File: src/rtl/alu_operand_ctrl.sv
// alu_operand_ctrl: execute-stage operand-select control for riscv_core.
// Decodes the EX instruction into ALU operand mux selects, forwards the
// writeback result on RAW hazards and stalls EX while load data is pending.
// A bounded wait counter abandons loads whose data never arrives.

`ifndef ALU_IN_MUX_SEL_WIDTH
`define ALU_IN_MUX_SEL_WIDTH 3
`endif
`ifndef ALU_IN_MUX_RF
`define ALU_IN_MUX_RF     3'd0
`define ALU_IN_MUX_PC     3'd1
`define ALU_IN_MUX_NULL   3'd2
`define ALU_IN_MUX_IMM_U  3'd3
`define ALU_IN_MUX_IMM_UJ 3'd4
`define ALU_IN_MUX_IMM_I  3'd5
`define ALU_IN_MUX_IMM_S  3'd6
`define ALU_IN_MUX_FW_WB  3'd7
`endif

module alu_operand_ctrl #(
  parameter int LOAD_TIMEOUT = 16,
  parameter int CNT_WIDTH    = 5
) (
  input  logic                              clk,
  input  logic                              rst_n,
  input  logic [31:0]                       ex_instruction,
  input  logic                              ex_valid,
  input  logic                              dmem_valid,
  output logic [`ALU_IN_MUX_SEL_WIDTH-1:0]  mux_1_sel,
  output logic [`ALU_IN_MUX_SEL_WIDTH-1:0]  mux_2_sel,
  output logic                              fw_rs1,
  output logic                              fw_rs2,
  output logic                              stall,
  output logic                              illegal_op,
  output logic                              load_timeout
);

  localparam int SW = `ALU_IN_MUX_SEL_WIDTH;

  // RV32I base opcodes
  localparam logic [6:0] OPC_LUI    = 7'b0110111;
  localparam logic [6:0] OPC_AUIPC  = 7'b0010111;
  localparam logic [6:0] OPC_JAL    = 7'b1101111;
  localparam logic [6:0] OPC_JALR   = 7'b1100111;
  localparam logic [6:0] OPC_BRANCH = 7'b1100011;
  localparam logic [6:0] OPC_LOAD   = 7'b0000011;
  localparam logic [6:0] OPC_STORE  = 7'b0100011;
  localparam logic [6:0] OPC_OPIMM  = 7'b0010011;
  localparam logic [6:0] OPC_OP     = 7'b0110011;

  // FSM states
  localparam logic RUN       = 1'b0;
  localparam logic LOAD_WAIT = 1'b1;

  localparam logic [CNT_WIDTH-1:0] CNT_LAST = CNT_WIDTH'(LOAD_TIMEOUT - 1);
  localparam logic [CNT_WIDTH-1:0] CNT_ONE  = CNT_WIDTH'(1);

  // Instruction fields
  logic [6:0] opcode;
  logic [4:0] rd_field;
  logic [4:0] rs_field [2];

  assign opcode      = ex_instruction[6:0];
  assign rd_field    = ex_instruction[11:7];
  assign rs_field[0] = ex_instruction[19:15];
  assign rs_field[1] = ex_instruction[24:20];

  // funct3/funct7 do not influence operand selection
  logic unused_fields;
  assign unused_fields = ^{ex_instruction[31:25], ex_instruction[14:12]};

  // Registered state
  logic                 state_reg, state_next;
  logic [CNT_WIDTH-1:0] cnt_reg, cnt_next;
  logic                 wb_valid_reg, wb_valid_next;
  logic                 wb_we_reg, wb_we_next;
  logic                 wb_load_reg, wb_load_next;
  logic [4:0]           wb_rd_reg, wb_rd_next;
  logic                 load_timeout_reg, load_timeout_next;

  // Decode results
  logic [SW-1:0] base_sel [2];
  logic          dec_illegal;
  logic          dec_writes_rd;
  logic          dec_load;

  // Base operand decode by opcode; unknown opcodes select NULL and flag illegal
  always_comb begin
    base_sel[0]   = `ALU_IN_MUX_NULL;
    base_sel[1]   = `ALU_IN_MUX_NULL;
    dec_illegal   = 1'b0;
    dec_writes_rd = 1'b0;
    dec_load      = 1'b0;
    case (opcode)
      OPC_LUI: begin
        base_sel[0]   = `ALU_IN_MUX_NULL;
        base_sel[1]   = `ALU_IN_MUX_IMM_U;
        dec_writes_rd = 1'b1;
      end
      OPC_AUIPC: begin
        base_sel[0]   = `ALU_IN_MUX_PC;
        base_sel[1]   = `ALU_IN_MUX_IMM_U;
        dec_writes_rd = 1'b1;
      end
      OPC_JAL: begin
        base_sel[0]   = `ALU_IN_MUX_PC;
        base_sel[1]   = `ALU_IN_MUX_IMM_UJ;
        dec_writes_rd = 1'b1;
      end
      OPC_JALR: begin
        base_sel[0]   = `ALU_IN_MUX_RF;
        base_sel[1]   = `ALU_IN_MUX_IMM_I;
        dec_writes_rd = 1'b1;
      end
      OPC_BRANCH: begin
        base_sel[0]   = `ALU_IN_MUX_RF;
        base_sel[1]   = `ALU_IN_MUX_RF;
      end
      OPC_LOAD: begin
        base_sel[0]   = `ALU_IN_MUX_RF;
        base_sel[1]   = `ALU_IN_MUX_IMM_I;
        dec_writes_rd = 1'b1;
        dec_load      = 1'b1;
      end
      OPC_STORE: begin
        base_sel[0]   = `ALU_IN_MUX_RF;
        base_sel[1]   = `ALU_IN_MUX_IMM_S;
      end
      OPC_OPIMM: begin
        base_sel[0]   = `ALU_IN_MUX_RF;
        base_sel[1]   = `ALU_IN_MUX_IMM_I;
        dec_writes_rd = 1'b1;
      end
      OPC_OP: begin
        base_sel[0]   = `ALU_IN_MUX_RF;
        base_sel[1]   = `ALU_IN_MUX_RF;
        dec_writes_rd = 1'b1;
      end
      default: begin
        dec_illegal   = 1'b1;
      end
    endcase
  end

  // Pipeline control: EX is held only while a load result is still missing
  logic in_load_wait;
  logic expiry;
  logic advance;

  assign in_load_wait = (state_reg == LOAD_WAIT) && wb_load_reg;
  assign stall        = in_load_wait && !dmem_valid;
  assign expiry       = stall && (cnt_reg == CNT_LAST);
  assign advance      = ex_valid && !stall;

  // RAW hazard detection, one comparator per register-file operand.
  // wb_we is never set for x0, so x0 can never match here.
  logic fw_hit [2];
  logic [SW-1:0] sel_out [2];

  generate
    for (genvar gi = 0; gi < 2; gi++) begin : g_fwd
      assign fw_hit[gi] = ex_valid
                        && (base_sel[gi] == `ALU_IN_MUX_RF)
                        && wb_valid_reg
                        && wb_we_reg
                        && (wb_rd_reg == rs_field[gi]);
      assign sel_out[gi] = !ex_valid  ? `ALU_IN_MUX_NULL :
                           fw_hit[gi] ? `ALU_IN_MUX_FW_WB :
                                        base_sel[gi];
    end
  endgenerate

  assign mux_1_sel    = sel_out[0];
  assign mux_2_sel    = sel_out[1];
  assign fw_rs1       = fw_hit[0];
  assign fw_rs2       = fw_hit[1];
  assign illegal_op   = ex_valid && dec_illegal;
  assign load_timeout = load_timeout_reg;

  // Writeback tracking: capture the advancing instruction, bubble when EX is
  // empty, hold on stall, and drop the abandoned load on expiry
  always_comb begin
    wb_valid_next = wb_valid_reg;
    wb_we_next    = wb_we_reg;
    wb_load_next  = wb_load_reg;
    wb_rd_next    = wb_rd_reg;
    if (expiry) begin
      wb_valid_next = 1'b0;
      wb_we_next    = 1'b0;
    end else if (advance) begin
      wb_valid_next = 1'b1;
      wb_rd_next    = rd_field;
      wb_load_next  = dec_load;
      wb_we_next    = dec_writes_rd && (rd_field != 5'd0) && !dec_illegal;
    end else if (!stall) begin
      wb_valid_next = 1'b0;
    end
  end

  // Load-wait FSM and timeout counter; a load advancing in the same cycle
  // that the previous one completes re-enters the wait with a fresh count
  always_comb begin
    state_next        = state_reg;
    cnt_next          = cnt_reg;
    load_timeout_next = load_timeout_reg;
    case (state_reg)
      RUN: begin
        if (advance && dec_load) begin
          state_next = LOAD_WAIT;
          cnt_next   = '0;
        end
      end
      LOAD_WAIT: begin
        if (dmem_valid) begin
          cnt_next   = '0;
          state_next = (advance && dec_load) ? LOAD_WAIT : RUN;
        end else if (expiry) begin
          state_next        = RUN;
          cnt_next          = '0;
          load_timeout_next = 1'b1;
        end else begin
          cnt_next = cnt_reg + CNT_ONE;
        end
      end
      default: begin
        state_next = RUN;
        cnt_next   = '0;
      end
    endcase
  end

  // State registers with asynchronous reset
  always_ff @(posedge clk or negedge rst_n) begin
    if (!rst_n) begin
      state_reg        <= RUN;
      cnt_reg          <= '0;
      wb_valid_reg     <= 1'b0;
      wb_we_reg        <= 1'b0;
      wb_load_reg      <= 1'b0;
      wb_rd_reg        <= 5'd0;
      load_timeout_reg <= 1'b0;
    end else begin
      state_reg        <= state_next;
      cnt_reg          <= cnt_next;
      wb_valid_reg     <= wb_valid_next;
      wb_we_reg        <= wb_we_next;
      wb_load_reg      <= wb_load_next;
      wb_rd_reg        <= wb_rd_next;
      load_timeout_reg <= load_timeout_next;
    end
  end

endmodule

File: config.mk
export PLATFORM = sky130hd
export DESIGN_NAME = alu_operand_ctrl
export DESIGN_NICKNAME = d
export VERILOG_FILES = /design/src/rtl/alu_operand_ctrl.sv
export SDC_FILE = /design/constraint.sdc
export NUM_CORES = 1
export LEC_CHECK = 0
export CORE_MARGIN = 2
export CORE_UTILIZATION = 30
export DETAILED_ROUTE_END_ITERATION = 8
export DONT_BUFFER_PORTS = 1
export PLACE_DENSITY_LB_ADDON = 0.08
export SLEW_MARGIN = 20
export SYNTH_ARGS = -nofsm -noshare
export SYNTH_HDL_FRONTEND = slang
export SYNTH_SLANG_ARGS = --single-unit
File: constraint.sdc
create_clock -name clk -period 3 [get_ports clk]
set_input_delay 0.75 -clock clk [delete_from_list [all_inputs] [get_ports clk]]
set_output_delay 0.75 -clock clk [all_outputs]
set_load 0.05 [all_outputs]
# Word level (Yosys, flattened, before mapping)
# Index checks and enable logic that the tools add are counted.
# Widths: inputs -> output; s select.
[totals]
reg_bits = 15
in_bits = 36
output_inout_bits = 11
elab_cells = 74
[classes]
add_sub_neg = 1
n_eq_ne = 14
muxes = 21
n_bitwise = 3
reduce_logical = 28
[op_table]
columns = ["cell", "count"]
rows = [
  ["$pmux 5 s6", 1],
  ["$eq 7x6->1 const B", 3],
  ["$eq 7x7->1 const B", 3],
  ["$logic_and 1x1->1", 16],
  ["$mux 5", 3],
  ["$eq 7x5->1 const B", 2],
  ["$mux 3", 4],
  ["$mux 1", 11],
  ["$eq 5x5->1", 2],
  ["$pmux 5 s2", 1],
  ["$reduce_or 9->1", 1],
  ["$eq 7x2->1 const B", 1],
  ["$reduce_or 7->1", 1],
  ["$logic_not 3->1", 2],
  ["$add 5x1->5 const B", 1],
  ["$eq 5x4->1 const B", 1],
  ["$reduce_bool 5->1", 1],
  ["$ne 3x1->1 const B", 1],
  ["$not 1->1", 3],
  ["$reduce_and 3->1", 1],
  ["$reduce_or 3->1", 1],
  ["$logic_not 1->1", 2],
  ["$ne 2x2->1 const B", 1],
  ["$pmux 1 s2", 1],
  ["3 further kinds", 3],
]

# Depth between registers and ports, before layout
# Gate-level depths: netlist (run 1).
[depth]
ltp_word = 10
depth_mapped = 6
ltp_nobuf = 6

# Worst setup path after synthesis (run 1)
# OpenSTA, ideal clock, no wires.
[synth_timing]
path_type = "input to output"
from = "in ex_instruction[1]"
to = "out mux_2_sel[2]"
t_arrival_ns = 2.651
t_required_ns = 2.250
slack_ns = -0.401
cell_stages = 6
path_buffers = 1
path_cell_list = "nand2_1 -> buf_2 -> a221oi_1 -> o311a_1 -> nand3_1 -> a21boi_0"
[synth_between]
elab_chain_cells = 10
elab_cells_between_ends = 19
cone_classes = "eq/ne: 9; mux: 3; reduce/logical: 7"
[synth_lines]
columns = ["element", "line_no", "text"]
rows = [
  ["start, declared", "26", "input logic [31:0] ex_instruction,"],
  ["$eq 7x2->1 (tied with other cells)", "94", "case (opcode)"],
  ["$reduce_or 3->1 (no source line) or $reduce_or 2->1 (tied branches)", "--", ""],
  ["$pmux 5 s6 *", "94", ""],
  ["$logic_not 3->1 (no source line)", "--", ""],
  ["$logic_and 1x1->1 (4 in series)", "162", "assign fw_hit[gi] = ex_valid"],
  ["$mux 3 *", "168", "fw_hit[gi] ? `ALU_IN_MUX_FW_WB :"],
  ["$mux 3 *", "167", "assign sel_out[gi] = !ex_valid ? `ALU_IN_MUX_NULL :"],
  ["end, declared", "30", "output logic [`ALU_IN_MUX_SEL_WIDTH-1:0] mux_2_sel,"],
]
# Every way passes the cells marked *; elsewhere a longest branch is shown, timed or not.

# Worst setup path in the final report (run 1)
[layout_timing]
from = "in ex_instruction[1]"
to = "out mux_2_sel[0]"
# The elaborated chain is that of the path after synthesis.

==> summary.txt, run 1 <==
Timing
  – Final worst-path cycle share: between 80% and 90%
  – Clock Skew: around 0.003 ns
  – Slew margin rel.: roughly two thirds
  – FMAX: approximately 0.37 GHz
  – Setup slack after layout: roughly 0.32 ns
  – Final hold viol count: 0
  – Final setup fails: 0
  – Max Transition Viols Final: 0
  – Minimum clock period: roughly 2.7 ns
  – Slew of the pin with the lowest slew margin: 0.526 ns
  – RSZ-0062 raised after global routing: no
  – Setup TNS: 0 ns

Clock tree
  – Clk Latency, worst-skew pair: around 0.28 ns
  – Cts hold-fix bufs: 0
  – Root buf cell: clkbuf_4
  – CTS buffer count: 3
  – CTS max path bufs: 2
  – # resized after CTS: 0
  – Clock-pin slew on the worst setup and hold paths: about 0.09 ns
  – CTS tree: built
  – Number of clock sinks: 15
  – Number of setup buffers added after CTS: 0
  – Htree depth: 1

GRT
  – First-pass GRT wire length: between 4000 and 5000 um
  – GRT overflow: 0
  – GRT Overall Usage: between 10% and 20%
  – Vias in the first global route: between 900 and 1,000
  – Initial antenna violation count: 0
  – Pin count of the biggest net entering global routing: 16

Pwr
  – Maximum vdd ir drop: between 0.2 and 0.25 mV
  – Leakage: about 0.5 nW
  – Total Power: ~410 uW
  – PD cells: around 330 mW/mm^2

Worst setup path
  – Critical Path Start: ex_instruction[1]
  – Critical-path maximum fanout: 7
  – WP depth: 6
  – Worst reg2reg startpoint: state_reg
  – Critical Path End Type: primary output
  – Slowest CP cell: a2bb2oi_1
  – Required time of the critical path: ~2.3 ns
  – Slack of the worst reg-to-reg path: 1.29 ns
  – CP delay by family, top: compound AO/OA/AOI/OAI gates
  – Slowest stage delay, CP: roughly 0.3 ns
  – Arr. time, crit path: around 1.9 ns
  – Kind of critical path: in2out
  – Worst Setup Start Kind: primary input
  – Setup crit end: mux_2_sel[0]
  – Worst Reg-to-Reg Cells: 5
  – CP bufs+invs: 2
  – Worst flop-to-flop path endpoint: cnt_reg[4]
  – Critical Path, Cell by Cell: nand2_1 -> buf_4 -> a2bb2oi_1 -> nand3_1 -> o21ai_2 -> buf_12

Logic synthesis
  – Cells after synthesis: between 100 and 150
  – Syn_area_per_cell: 9.17 um^2
  – Post-synth cell types: 45
  – Ys Warns: 0
  – Cell area after synthesis: between 0.001 and 0.0015 mm^2
  – Synth Area in Simple Gates: between 20% and 30%
  – Post-synth EDFFs: 0
  – Asr flop ratio synth: 100%
  – Synth Area in XOR/XNOR: under 10%
  – Post-synth net total: 157
  – Compound-gate portion of the synthesized area: between 20% and 30%
  – Largest family of logic cells by synthesized area: simple AND/OR/NAND/NOR gates
  – Register area share after synthesis: between 30% and 40%
  – Synthesized-area fraction occupied by adder cells: between 1 and 1.5%
  – #FFs+latches synth: 15
  – Ys flop type: dfrtp_1
  – Mux contribution to synthesized area: roughly 7.1%

Final layout
  – Antenna Cells: 0
  – Layout area overhead: 13.5%
  – Final core occ: 36.6%
  – Layout Nets: between 150 and 200
  – Layout cell share with drive strength beyond 1: between 20% and 30%
  – Post-route cell area: ~0.0012 mm^2
  – Filler cells: about 360

Routing
  – Vias: 926
  – Routed vias/inst: 5.32
  – DRC Markers: 0
  – Antenna Nets Post-Route: 0
  – Initial detailed-routing violation count: 28
  – Routed wire length: 2610 um
  – DR WL/cell: around 15 um
  – Drt pass-1 iters: 4

Placed design
  – Placer Congestion: around 0.79
  – Port bufs: 0
  – DP HPWL: approximately 2200 um
  – Dpl ws: 0.308 ns
  – Cell Area, Placed: between 0.001 and 0.0015 mm^2

Die
  – Row count: 21
  – Num ports: 47
  – Core box area: ~0.0034 mm^2
  – Die H: about 65 um
  – Starting Density: roughly a third
  – Die area: ~0.0042 mm^2
  – Die Span X: around 65 um

Run status
  – Status: finished, final reports clean

Flow run
  – Max Cap Viol: 0

Worst hold path
  – Hold Crit Class: in2async
synth_stat cells (all sizes together) (2+ instances only):
cell,number,share of area (%)
dfrtp,15,34
o21ai,13,6.3
nand2,10,3.6
xnor2,9,7.2
nand3,8,3.6
mux2,6,6.1
buf,5,3.3
nand4,5,2.8
nor2,5,1.7
nor3,5,2.7
inv,4,1.4
a21oi,3,1.7
a21boi,2,1.7
a31oi,2,1.7
and2b,2,1.4
nand2b,2,1.1
o21bai,2,1.4
o311a,2,1.8
o31ai,2,1.4
or4b,2,2.2
xor2,2,1.6
placed cells by master (no fill, tap or decap), types with 2 or more instances in the layout:
cell type	n
dfrtp_1	15
nand2_1	9
xnor2_1	9
o21ai_0	8
nand3_1	8
buf_4	8
mux2_2	6
nand4_1	5
nor2_1	5
inv_1	4
nor3_1	4
o21ai_1	3
clkbuf_4	3
and2b_1	2
nand2b_1	2
a21oi_1	2
o311a_1	2
xor2_1	2
o21ai_2	2
a21boi_2	2
o31ai_1	2
o21bai_1	2
buf_12	2
layout make-up:
cell class | instances | area (um^2) | area share, %
flip-flops and latches | 15 | 375 | 30.1
well taps | 46 | 57.6 | 4.61
inverters | 4 | 15.0 | 1.20
clock inverters | 1 | 5.00 | 0.401
multi-input cells | 95 | 673 | 53.9
repair buffers | 10 | 100 | 8.02
clock buffers | 3 | 22.5 | 1.80
report_power, final:
group / switching [mW] / internal (mW) / total, mW
logic: 0.0327 / 0.0370 / 0.0697
registers: 0.0113 / 0.213 / 0.224
clock network: 0.0641 / 0.0495 / 0.114
total: 0.108 / 0.299 / 0.407
worst min-delay path by stage:
| stage | start | to |
|---|---|---|
| after floorplan | rst_n | cnt_reg[0] |
| after global placement | rst_n | cnt_reg[3] |
| after detailed placement | rst_n | cnt_reg[3] |
| after CTS | rst_n | wb_valid_reg |
| after global routing | rst_n | wb_valid_reg |
| final | rst_n | wb_valid_reg |
per-layer routing:
metal / part of all wire [%] / vias to the layer above / GRT usage [%]
met3: 5.8 / 4 / 3.47
met1: 43 / 443 / 17.6
li1: - / 458 / -
met5: 0 / - / 0
met2: 50 / 21 / 22.9
met4: 0.84 / 0 / 3.99
logic make-up (layout without fill, tap and decap cells):
family | after synthesis | count (layout)
compound gates | 33 | 33
flops | 15 | 15
buf+inv | 10 | 18
xor+xnor | 11 | 11
fa+ha+maj | 1 | 1
mux | 7 | 7
simple gates | 43 | 43
metrics by stage:
stage	hold slack [ns]	cells
detailed placement	0.455	170
floorplan	0.449	120
finish	0.151	174
global placement	0.455	170
global route	0.119	174
CTS	0.141	174
No activity file was read; power rests on OpenSTA's default activity.
==> run 2, diff against run 1 <==
- CORE_UTILIZATION: 30 -> 37
==> run 2 against run 1 <==
Against the previous run: clock skew barely moved; worst hold slack about the same; total power down 0.36%; largest power group unchanged; highest routed layer unchanged.
==> summary.txt, run 2 (synthesized netlist as in run 1, its figures left out) <==
Die
  – Row count: 19 (was 21)
  – Die area: 0.00342 mm^2 (was 0.00417 mm^2)
  – Starting Density: 39.5% (was 32.2%)
  – Core box area: 0.00278 mm^2 (was 0.00342 mm^2)
  – Die Span X: 58.5 um (was 64.5 um)
  – Num ports: 47 (unchanged)
  – Die H: 58.5 um (was 64.5 um)

Worst setup path
  – Worst Setup Start Kind: primary input (unchanged)
  – Arr. time, crit path: 1.93 ns (about the same)
  – Critical-path maximum fanout: 11 (was 7)
  – Critical Path End Type: primary output (unchanged)
  – Worst Reg-to-Reg Cells: 5 (unchanged)
  – Critical Path Start: ex_instruction[4] (was ex_instruction[1])
  – Worst reg2reg startpoint: state_reg (unchanged)
  – Slack of the worst reg-to-reg path: 1.30 ns (was 1.29 ns)
  – Critical Path, Cell by Cell: and2b_1 -> mux2_2 -> a21oi_1 -> or4b_1 -> o21ai_2 -> buf_12 (was nand2_1 -> buf_4 -> a2bb2oi_1 -> nand3_1 -> o21ai_2 -> buf_12)
  – Kind of critical path: in2out (unchanged)
  – Worst flop-to-flop path endpoint: cnt_reg[4] (unchanged)
  – Setup crit end: mux_2_sel[0] (unchanged)
  – Required time of the critical path: 2.25 ns (about the same)
  – Slowest stage delay, CP: 0.48 ns (was 0.30 ns)
  – Slowest CP cell: or4b_1 (was a2bb2oi_1)

Timing
  – Slew of the pin with the lowest slew margin: 0.519 ns (was 0.526 ns)
  – Final setup fails: 0 (unchanged)
  – Final worst-path cycle share: 89.4% (was 89.3%)
  – Slew margin rel.: 65.2% (was 64.7%)
  – Final hold viol count: 0 (unchanged)
  – Setup TNS: 0 ns (unchanged)
  – RSZ-0062 raised after global routing: no (unchanged)
  – FMAX: 0.373 GHz (about the same)
  – Hold WS: 0.151 ns (about the same)
  – Max Transition Viols Final: 0 (unchanged)
  – Minimum clock period: 2.68 ns (about the same)
  – Clock Skew: 0.00310 ns (was 0.00293 ns)

Final layout
  – Layout Nets: 166 (unchanged)
  – Antenna Cells: 0 (unchanged)
  – Layout area overhead: 11.8% (was 13.5%)
  – Post-route cell area: 0.00123 mm^2 (was 0.00125 mm^2)
  – Layout cell share with drive strength beyond 1: 24.2% (unchanged)
  – Most frequent cells in the layout: 15 x dfrtp_1, 9 x nand2_1, 9 x xnor2_1 (unchanged)
  – Leading cell type in the layout, fill and taps excluded: dfrtp_1 (unchanged)
  – Final cell count without fillers: 159 (was 174)

Clock tree
  – Number of clock sinks: 15 (unchanged)
  – Clk Latency, worst-skew pair: 0.28 ns (about the same)
  – Number of setup buffers added after CTS: 0 (unchanged)
  – Root buf cell: clkbuf_4 (unchanged)
  – CTS max path bufs: 2 (unchanged)
  – # resized after CTS: 0 (unchanged)
  – Htree depth: 1 (unchanged)
  – CTS buffer count: 3 (unchanged)
  – Clock-pin slew on the worst setup and hold paths: 0.09 ns (about the same)
  – CTS tree: built (unchanged)
  – Cts hold-fix bufs: 0 (unchanged)

Worst hold path
  – Hold Crit Class: in2async (unchanged)

Pwr
  – Leakage: 0.494 nW (unchanged)
  – Total Power: 406 uW (was 407 uW)
  – Maximum vdd ir drop: 0.286 mV (was 0.207 mV)
  – PD cells: 330 mW/mm^2 (was 326 mW/mm^2)

Run status
  – Status: finished, final reports clean (unchanged)

GRT
  – GRT Overall Usage: 16.1% (was 13.8%)
  – GRT overflow: 0 (unchanged)
  – Vias in the first global route: 946 (unchanged)
  – First-pass GRT wire length: 4230 um (was 4530 um)
  – Pin count of the biggest net entering global routing: 16 (unchanged)
  – Initial antenna violation count: 0 (unchanged)

Routing
  – Drt pass-1 iters: 5 (was 4)
  – DR WL/cell: 15.7 um (was 15.0 um)
  – Routed vias/inst: 5.84 (was 5.32)
  – Initial detailed-routing violation count: 68 (was 28)
  – DRC Markers: 0 (unchanged)
  – Vias: 929 (was 926)
  – Routed wire length: 2490 um (was 2610 um)
  – Antenna Nets Post-Route: 0 (unchanged)

Placed design
  – Port bufs: 0 (unchanged)
  – Placed Instances: 155 (was 170)
  – Cell Area, Placed: 0.00120 mm^2 (was 0.00122 mm^2)
  – DP HPWL: 2040 um (was 2170 um)
  – Placer Congestion: 0.768 (was 0.792)

Flow run
  – Max Cap Viol: 0 (unchanged)
-- run 2: cell counts in the layout (fill, tap and decap cells not counted) --
Identical to the previous run, type by type.
-- run 2: worst min-delay path by stage --
stage	cells past startpoint	slack (ns)	from	endpoint
floorplan	0	0.45	rst_n	cnt_reg[0]
global placement	0	0.45	rst_n	cnt_reg[0]
detailed placement	0	0.45	rst_n	cnt_reg[0]
CTS	0	0.14	rst_n	cnt_reg[0]
global route	0	0.12	rst_n	cnt_reg[0]
finish	0	0.15	rst_n	cnt_reg[3]
-- run 2: cell type report --
type,instances,area (um^2)
Clock buffer,3,22.5
Clock inverter,1,5.00
Fill cell,281,1550
Inverter,4,15.0
Multi-Input combinational cell,95,673
Sequential cell,15,375
Tap cell,31,38.8
Timing Repair Buffer,10,100
-- run 2: critical path: cells and delay by family --
kind                   cells  cell delay [ns]
AND/OR/NAND/NOR            2             0.70
buffers and inverters      1             0.16
multiplexers               1             0.17
AO/OA/AOI/OAI              2             0.15
-- run 2: report_power, final --
| group | leakage [nW] | switching (mW) | total [mW] | internal, mW |
|---|---|---|---|---|
| Combinational | 0.281 | 0.0325 | 0.0695 | 0.0370 |
| Sequential | 0.195 | 0.0114 | 0.224 | 0.213 |
| Clock | 0.0177 | 0.0628 | 0.112 | 0.0495 |
-- run 2: per-stage QoR --
stage	utilization (%)	worst slack, ns
after CTS	44.2	0.318
after detailed placement	43.2	0.320
after floorplan	-	-0.0321
after global routing	44.2	0.203
after global placement	43.2	0.349
final	44.2	0.317
-- run 2: routing by layer --
metal  track usage, %  part of all wire, %  up-vias  wire [um]
met5                0                    0        -          0
li1                 -                    -      461          -
met1             19.9                   42      438       1050
met3             4.40                  7.2        2        179
met4             6.31                 0.76        0         19
met2             26.5                   50       28       1240
